===== src/rtl/lcd_pkg.sv =====
// Shared types and constants for the character-LCD text writer.
// LCD_WRITER_CLEAR_EN (optional) prefixes each refresh with a clear command.
package lcd_pkg;
  typedef enum logic [2:0] {IDLE, LOAD, ISSUE, HOLD, WAIT, CLR_DLY} state_e;

  localparam logic [9:0] CMD_LINE1 = 10'h080;
  localparam logic [9:0] CMD_LINE2 = 10'h0C0;
  localparam logic [9:0] CMD_CLEAR = 10'h001;

  localparam int RS_BIT    = 9;
  localparam int RW_BIT    = 8;
  localparam int LINE_LEN  = 16;
  localparam int NUM_CHARS = 32;

  // Data write to DDRAM: RS=1, RW=0, character code in the low byte.
  function automatic logic [9:0] char_word(input logic [7:0] c);
    logic [9:0] w;
    w         = '0;
    w[RS_BIT] = 1'b1;
    w[RW_BIT] = 1'b0;
    w[7:0]    = c;
    return w;
  endfunction
endpackage


===== src/rtl/lcd_frame_buffer.sv =====
// 32x8 character frame buffer: one write port, one combinational read port.
// Resets to spaces so an unwritten panel refreshes blank.
module lcd_frame_buffer
  import lcd_pkg::*;
(
  input  logic       clk_i,
  input  logic       rst_i,
  input  logic       we_i,
  input  logic [4:0] wr_addr_i,
  input  logic [7:0] wr_data_i,
  input  logic [4:0] rd_addr_i,
  output logic [7:0] rd_data_o
);
  logic [NUM_CHARS-1:0][7:0] mem_q;

  always_ff @(posedge clk_i) begin
    if (rst_i)     mem_q <= {NUM_CHARS{8'h20}};
    else if (we_i) mem_q[wr_addr_i] <= wr_data_i;
  end

  assign rd_data_o = mem_q[rd_addr_i];
endmodule


===== src/rtl/lcd_text_writer.sv =====
// Streams the 2x16 frame buffer to the LCD command controller, one word per handshake.
// Define LCD_WRITER_CLEAR_EN to prefix each refresh with a clear and a settle delay.
module lcd_text_writer
  import lcd_pkg::*;
#(
  parameter int FREQ          = 50,
  parameter int CLEAR_WAIT_US = 1600
) (
  input  logic       CLOCK_50,
  input  logic       RST,
  input  logic       WR_EN,
  input  logic [4:0] WR_ADDR,
  input  logic [7:0] WR_CHAR,
  input  logic       UPDATE,
  input  logic       LCD_RDY,
  output logic       LCD_ENB,
  output logic [9:0] LCD_DATA_OUT,
  output logic       BUSY,
  output logic       DONE
);
`ifdef LCD_WRITER_CLEAR_EN
  localparam logic [5:0]  STEP_OFF = 6'd1;
  localparam logic [20:0] DLY_LAST = 21'(CLEAR_WAIT_US * FREQ - 1);
`else
  localparam logic [5:0]  STEP_OFF = 6'd0;
  localparam int          unused_dly = FREQ * CLEAR_WAIT_US;
`endif
  localparam logic [5:0]  LAST_STEP = 6'd33 + STEP_OFF;

  state_e     state_q, state_d;
  logic [5:0] step_q, step_d, idx;
  logic       pend_q, pend_d;
  logic [9:0] data_q, data_d, word;
  logic       busy_q, done_q, done_d;
  logic [4:0] rd_addr;
  logic [7:0] rd_char;
`ifdef LCD_WRITER_CLEAR_EN
  logic [20:0] cnt_q, cnt_d;
`endif

  lcd_frame_buffer u_fb (
    .clk_i     (CLOCK_50),
    .rst_i     (RST),
    .we_i      (WR_EN),
    .wr_addr_i (WR_ADDR),
    .wr_data_i (WR_CHAR),
    .rd_addr_i (rd_addr),
    .rd_data_o (rd_char)
  );

  // idx 0 and 17 are the line address commands; the rest map onto buffer slots.
  always_comb begin
    idx     = step_q - STEP_OFF;
    rd_addr = (idx <= 6'd16) ? 5'(idx - 6'd1) : 5'(idx - 6'd2);
    word    = char_word(rd_char);
    if (idx == 6'd0)       word = CMD_LINE1;
    else if (idx == 6'd17) word = CMD_LINE2;
`ifdef LCD_WRITER_CLEAR_EN
    if (step_q == 6'd0)    word = CMD_CLEAR;
`endif
  end

  always_comb begin
    state_d = state_q;
    step_d  = step_q;
    pend_d  = pend_q;
    data_d  = data_q;
    done_d  = 1'b0;
`ifdef LCD_WRITER_CLEAR_EN
    cnt_d   = cnt_q;
`endif
    if (UPDATE && state_q != IDLE) pend_d = 1'b1;
    case (state_q)
      IDLE: if (UPDATE || pend_q) begin
        pend_d  = 1'b0;
        step_d  = 6'd0;
        state_d = LOAD;
      end
      LOAD: begin
        data_d = word;
        if (LCD_RDY) state_d = ISSUE;
      end
      ISSUE: state_d = HOLD;
      // RDY from the controller is registered, so it still reads high here.
      HOLD:  state_d = WAIT;
      WAIT: if (LCD_RDY) begin
        if (step_q == LAST_STEP) begin
          done_d  = 1'b1;
          state_d = IDLE;
        end
`ifdef LCD_WRITER_CLEAR_EN
        else if (step_q == 6'd0) begin
          cnt_d   = '0;
          state_d = CLR_DLY;
        end
`endif
        else begin
          step_d  = step_q + 6'd1;
          state_d = LOAD;
        end
      end
`ifdef LCD_WRITER_CLEAR_EN
      CLR_DLY: begin
        if (cnt_q == DLY_LAST) begin
          step_d  = step_q + 6'd1;
          state_d = LOAD;
        end else begin
          cnt_d = cnt_q + 21'd1;
        end
      end
`endif
      default: state_d = IDLE;
    endcase
  end

  always_ff @(posedge CLOCK_50) begin
    if (RST) begin
      state_q <= IDLE;
      step_q  <= '0;
      pend_q  <= 1'b0;
      data_q  <= '0;
      busy_q  <= 1'b0;
      done_q  <= 1'b0;
    end else begin
      state_q <= state_d;
      step_q  <= step_d;
      pend_q  <= pend_d;
      data_q  <= data_d;
      busy_q  <= (state_d != IDLE);
      done_q  <= done_d;
    end
  end

`ifdef LCD_WRITER_CLEAR_EN
  always_ff @(posedge CLOCK_50) begin
    if (RST) cnt_q <= '0;
    else     cnt_q <= cnt_d;
  end
`endif

  assign LCD_ENB      = (state_q == ISSUE);
  assign LCD_DATA_OUT = data_q;
  assign BUSY         = busy_q;
  assign DONE         = done_q;
endmodule


===== config.mk =====
export PLATFORM = sky130hd
export DESIGN_NAME = lcd_text_writer
export DESIGN_NICKNAME = d
export VERILOG_FILES = /design/src/rtl/lcd_pkg.sv /design/src/rtl/lcd_frame_buffer.sv /design/src/rtl/lcd_text_writer.sv
export SDC_FILE = /design/constraint.sdc
export NUM_CORES = 1
export LEC_CHECK = 0
export ABC_AREA = 1
export CORE_ASPECT_RATIO = 1.1
export CORE_MARGIN = 5
export CORE_UTILIZATION = 40
export DETAILED_ROUTE_END_ITERATION = 8
export MAX_ROUTING_LAYER = met4
export PLACE_DENSITY = 0.66
export SLEW_MARGIN = 25
export SYNTH_ARGS = -nofsm -noshare
export SYNTH_HDL_FRONTEND = slang
export SYNTH_SLANG_ARGS = --single-unit

===== constraint.sdc =====
create_clock -name CLOCK_50 -period 2.36 [get_ports CLOCK_50]
set_clock_uncertainty 0.15 [all_clocks]
set_input_delay 0.472 -clock CLOCK_50 [delete_from_list [all_inputs] [get_ports CLOCK_50]]
set_output_delay 0.472 -clock CLOCK_50 [all_outputs]
set_load 0.01 [all_outputs]

-- Word-level counts from Yosys, hierarchy flattened
Index checks and enable logic that the tools add are counted.
- bits in registers: 278
- bits of input ports: 18
- output and inout port bits: 13
- logic and storage cells: 87
- add/sub/neg operators: 3
- order comparisons: 4
- eq/ne operators: 9
- mux-type cells: 21
- bitwise logic cells: 2
- reductions and logical operators: 10
- operators with widths (operator ; count):
    bitwise mux 256 bit ; 1
    binary-select mux 8 bit (select 5 bit) ; 1
    demux 8 bit (select 5 bit) ; 1
    2-to-1 mux 10 bit ; 2
    2-to-1 mux 6 bit ; 3
    2-to-1 mux 8 bit ; 2
    one-hot mux 3 bit (5 select lines) ; 1
    less-than comparator 5 x 6 -> 1 bit, second input constant ; 2
    one-hot mux 6 bit (2 select lines) ; 1
    2-to-1 mux 3 bit ; 3
    adder 6 x 1 -> 6 bit, second input constant ; 1
    equality test 3 x 2 -> 1 bit, second input constant ; 2
    equality test 6 x 5 -> 1 bit, second input constant ; 1
    equality test 6 bit, second input constant ; 1
    less-or-equal comparator 6 x 5 -> 1 bit, second input constant ; 1
    logical NOT 6 bit ; 1
    inequality test 2 bit, second input constant ; 3
    nonzero test 3 bit ; 2
    >= comparator 5 x 1 -> 1 bit, second input constant ; 1
    2-to-1 mux 1 bit ; 5
    2-to-1 mux 5 bit ; 1
    subtractor 5 x 1 -> 5 bit, second input constant ; 1
    subtractor 5 x 2 -> 5 bit, second input constant ; 1
    AND reduction 4 bit ; 1
    8 further kinds ; 10

-- Depth between registers and ports, before layout
- depth in word-level cells: 6
- depth in mapped cells: 18
- gate-level depth less buffers: 17

-- Hierarchy
From an unflattened synthesis, not the netlist that was laid out.
- cell total of the unflattened synthesis: 1939
- area total of the unflattened synthesis: 12684.7 µm²
- by module, submodules not included (module ; times used ; cells an instance ; area an instance (µm²) ; sequential area each (µm²)):
    lcd_frame_buffer ; 1 ; 1772 ; 11433.5 ; 5124.9
    lcd_text_writer ; 1 ; 167 ; 1251.2 ; 420.4

-- Worst setup path before layout
No wires, ideal clock.
- path type: register -> register
- start point: reg step_q[0]
- end point: reg data_q[7] (netlist: LCD_DATA_OUT[7])
- setup time: 0.113 ns
- arrival: 2.057 ns
- data required time: 2.097 ns
- slack: 0.040 ns
- cell stages (with the launch flop): 17
- buffers on the path: 2
- period minus slack after synthesis: 2.320 ns
- cells stage by stage: dfxtp_1 -> inv_1 -> ha_1 -> nand2_2 -> nand2_4 -> nand2_8 -> nand2_4 -> nand2_4 -> inv_4 -> buf_6 -> buf_4 -> o211ai_1 -> nand3_1 -> nand3_1 -> a21oi_1 -> o21ai_1 -> inv_1
- longest elaborated chain between the ends: 6
- elaborated cells between the ends (all ways): 10
- those cells by class: 2 x add/sub; 1 x order compare; 1 x eq/ne; 5 x mux; 1 x reduce/logical
- ends and longest elaborated chain (element ; line ; RTL):
    start, declared ; lcd_text_writer.sv:31 ; logic [5:0] step_q, step_d, idx;
    start signal, assigned ; lcd_text_writer.sv:126 ; step_q <= step_d;
    subtractor 5 x 2 -> 5 bit, or another cell as far along ; lcd_text_writer.sv:54 ; rd_addr = (idx <= 6'd16) ? 5'(idx - 6'd1) : 5'(idx - 6'd2);
    2-to-1 mux 5 bit ; lcd_text_writer.sv:54 ;
    binary-select mux 8 bit (select 5 bit) ; lcd_frame_buffer.sv:21 ; assign rd_data_o = mem_q[rd_addr_i];
    2-to-1 mux 8 bit (not written as such) ; lcd_frame_buffer.sv:21 ;
    2-to-1 mux 10 bit ; lcd_text_writer.sv:57 ; else if (idx == 6'd17) word = CMD_LINE2;
    2-to-1 mux 10 bit (*) ; lcd_text_writer.sv:56 ; if (idx == 6'd0) word = CMD_LINE1;
    end signal, assigned ; lcd_text_writer.sv:128 ; data_q <= data_d;
    end, declared ; lcd_text_writer.sv:33 ; logic [9:0] data_q, data_d, word;
Mark *: on every way between the ends. The rest lies on a longest branch, timed or not. The select of a mux whose other input is x is not followed.
A chain may end at the register's enable or synchronous reset.

-- Worst setup path after layout
- start point: reg step_q[0]
- end point: reg data_q[0] (netlist: LCD_DATA_OUT[0])
The elaborated chain is that of the path after synthesis.

==> results_dict.tcl <==
set metrics [dict create \
    run_status "complete, but fails checks" \
    violations "setup timing" \
    grt_util_all_layers 0.2408 \
    hold_path_depth 2 \
    site_row_count 68 \
    finalCritPeriodShare 1.015 \
    synth.net_count 1873 \
    syn_area_per_cell_um2 6.825 \
    path_buf_inv 3 \
    power_density_nw_per_um2 638.7 \
    power.sequential.fraction 0.462 \
    area_growth_pct 28.21 \
    rsz0062_at_grt "true" \
    num_vias 13000 \
    dieHeight_um 196.2 \
    setup_viol_count_final 5 \
    later_pin_clock_latency_in_the_skew_report_ns 0.58 \
    largest_net_degree_at_the_start_of_global_routing 69 \
    hold_viol_final 0 \
    p_int_mw 7.800 \
    post-synth-top-area-fraction 0.4397 \
    gpl.final_weighted_congestion 0.9395 \
    crit_path_cell_trace "inv_2, ha_4, nand2_4, nand2_8, nand2_8, nand2_8, nand2_8, clkinv_8, buf_12, nand2_1, nand3_1, nand3_1, nand3_1, nand3_1, nand2_1, nand2_1, a21oi_1" \
    synth.ff_latch_count 277 \
    clkSlewWorstSetupHoldPaths_ns 0.06 \
    p_clk_frac 0.473 \
    critical_path.top_delay_family "simple AND/OR/NAND/NOR gates" \
    synth.area.top_cells "dfxtp_1 44%, nor2_1 12%, nand3_1 9.4%, o21ai_0 9.0%, nand2_1 8.8%" \
    place.detailed.hpwl_um 25330 \
    hold-path-endpoint "u_fb.mem_q[39]" \
    drt_iter0_drc 1571 \
    synth_cell_types 38 \
    chipWidth_um 179.3 \
    regToRegSetupSlack_ns -0.03 \
    cap_violations 0 \
    core_area_um2 31220 \
    min-delay-path-class "register to register" \
    power.switching_mw 2.528 \
    total_number_of_h_tree_levels 1 \
    finalWorstSetupSlack_ns -0.03491 \
    cts.hold.buffers_added 0 \
    post_route_cells_drive_above_1_share 0.1507 \
    tritoncts "done" \
    critical_path_arrival_ns 2.70 \
    peakVddDrop_mv 0.5317 \
    r2r_start "step_q[0]" \
    cp.required_ns 2.67 \
    drc_errors 0 \
    crit_path_max_incr_delay_ns 0.33 \
    fin_nets 1965 \
    drv_slew 0 \
    insertedDiodeCount 0 \
    period_needed_ns 2.395 \
    dp_worst_setup_slack_ns -0.4290 \
    clockBufferDepth 3 \
    max-slew-margin-rel 0.5869 \
    worst_hold_slack_ns 0.3026 \
    grt_pass1_vias 12250 \
    wirelength_um 42880 \
    cp-start-kind "register" \
    netlist_area_um2 12610 \
    synth_top_cell_by_area "dfxtp_1" \
    grt_first_pass_wirelength_um 66180 \
    power.static_leakage_nw 6.856 \
    clock_sink_count 277 \
    numCtsBuffers 30 \
    floorplan_die_area_um2 35190 \
    synth_warnings 0 \
    fmax_ghz 0.4176 \
    drt-vias-per-instance 5.455 \
    number_of_optimization_iterations_in_the_first_detailed_route_pass 6 \
    detail-route-antenna-nets 0 \
    library_cell_contributing_the_largest_single_delay_on_the_critical_path "dfxtp_2" \
    worst_r2r_endpoint "LCD_DATA_OUT[0]" \
    worst_r2r_path_depth 17 \
    instances_no_fill 2384 \
    io-pin-count 31 \
    synth_cells 1848 \
    grt_overflow_total 0 \
    hp-start "u_fb.mem_q[39]" \
    end_kind "register" \
    grt_antenna_before_repair 0 \
    postLayoutCoreUtil 0.5179 \
    start_util 0.4039 \
    synth_sequential_area_ratio 0.4397 \
    routedWlPerCell_um 17.99 \
    cts_root_buffer "clkbuf_16" \
    switching_portion_of_total_power 0.2448 \
    port-buffer-count 29 \
    dp.cells 2303 \
    critical_path_class "register to register" \
    pwr-share-comb 0.064 \
    critical_path_peak_fanout 23 \
    worst_slew_pin_slew_ns 0.6040 \
]
==> routing by layer <==
metal  wire, um  global-route usage
met2      20030              0.3817
met5          0                   -
met3       2907             0.03161
met4       2363              0.1174
met1      17580              0.3028
==> sequential cells by signal (all words and copies together) (netlist names) <==
register and cells:
step_q 6, state_q 3, BUSY 1, DONE 1
pend_q 1, LCD_DATA_OUT 9, u_fb.mem_q 256
==> placed cells by master, fill, tap and decap left out, drive strengths merged, types with 4 or more instances in the layout <==
master / instances
o211ai: 41
nor3: 21
bufinv: 4
clkbuf: 41
clkinvlp: 6
clkdlybuf4s50: 28
ha: 7
a21oi: 64
nand2: 305
nand3: 239
buf: 140
dfxtp: 277
clkinv: 31
inv: 102
nor2: 404
o21ai: 236
==> synthesized netlist by cell type <==
library cell	instances
o21ai_1	7
a21oi_1	64
o211ai_1	40
buf_6	8
nor2_1	403
buf_2	20
nand2_1	297
nand2_8	1
inv_4	1
o211ai_2	1
buf_4	8
a31oi_1	1
clkbuf_1	79
nand3_4	1
inv_2	5
or2_2	1
nor3_1	21
a2111oi_0	1
inv_1	96
xor2_1	1
dfxtp_1	277
nand2_2	3
o21a_1	2
o21ai_2	1
nand2_4	3
conb_1	1
clkinv_1	21
xnor2_1	2
nand4_1	1
ha_1	7
nand3b_1	2
a211oi_1	1
o21ai_0	228
buf_1	2
nor2_4	1
nand3_1	238
or2_1	1
xor2_2	1
==> worst max path at each step <==
| stage | start | end | slack (ns) | cells after the start |
|---|---|---|---|---|
| after global placement | WR_ADDR[3] | u_fb.mem_q[190] | -0.42 | 9 |
| after detailed placement | WR_ADDR[3] | u_fb.mem_q[190] | -0.43 | 9 |
| after CTS | step_q[1] | LCD_DATA_OUT[7] | -0.02 | 17 |
| after floorplan | step_q[0] | LCD_DATA_OUT[7] | 0.04 | 16 |
| final | step_q[0] | LCD_DATA_OUT[0] | -0.03 | 17 |
| after global routing | step_q[0] | LCD_DATA_OUT[7] | -0.14 | 16 |
==> power by group through the flow <==
stage	combinational, mW	sequential, mW	clock [mW]
after floorplan	0.321	4.87	0
after global placement	0.600	4.88	0
after detailed placement	0.609	4.88	0
after CTS	0.634	4.77	4.92
after global routing	0.714	4.78	5.15
final	0.665	4.78	4.89
==> timing repair <==
action                                  CTS  global route
cloned                                    8             6
endpoints found under the setup margin    9             9
pin swaps                                26            22
resized for setup                        56            62
buffers inserted                         10             2
==> area by class of cell <==
type	count	area [um2]
clock buffers	36	783.3
clock inverters	20	237.7
fillers	2904	15050
inverters	123	491.7
multi-input cells	1332	6504
flip-flops and latches	277	5548
well taps	420	525.5
repair buffers	176	2081
==> through the flow <==
stage	area, um2	TNS [ns]	total power [mW]
6_report	16170	-0.09940	10.33
3_5_place_dp	14130	-14.98	5.487
4_1_cts	15740	-0.03007	10.33
2_1_floorplan	12610	0	5.194
5_1_grt	16170	-0.7699	10.65
3_3_place_gp	14130	-10.72	5.477
==> cells by family (layout without fill, tap and decap cells) <==
kind of cell / count (synthesis) / count (layout) / synth area share
flip-flops: 277 / 277 / 0.4397
AND/OR/NAND/NOR: 973 / 974 / 0.3218
adder cells (fa/ha/maj): 7 / 7 / 0.006944
AO/OA/AOI/OAI: 346 / 346 / 0.1471
buffers and inverters: 240 / 355 / 0.08076
other: 1 / 1 / 0.0002973
XOR/XNOR: 4 / 4 / 0.003374
==> worst min-delay path, stage by stage (launching register included) <==
cell and delay (ns):
dfxtp_1 0.30, inv_1 0.06, a21oi_1 0.05
No activity file was read; power rests on OpenSTA's default activity.
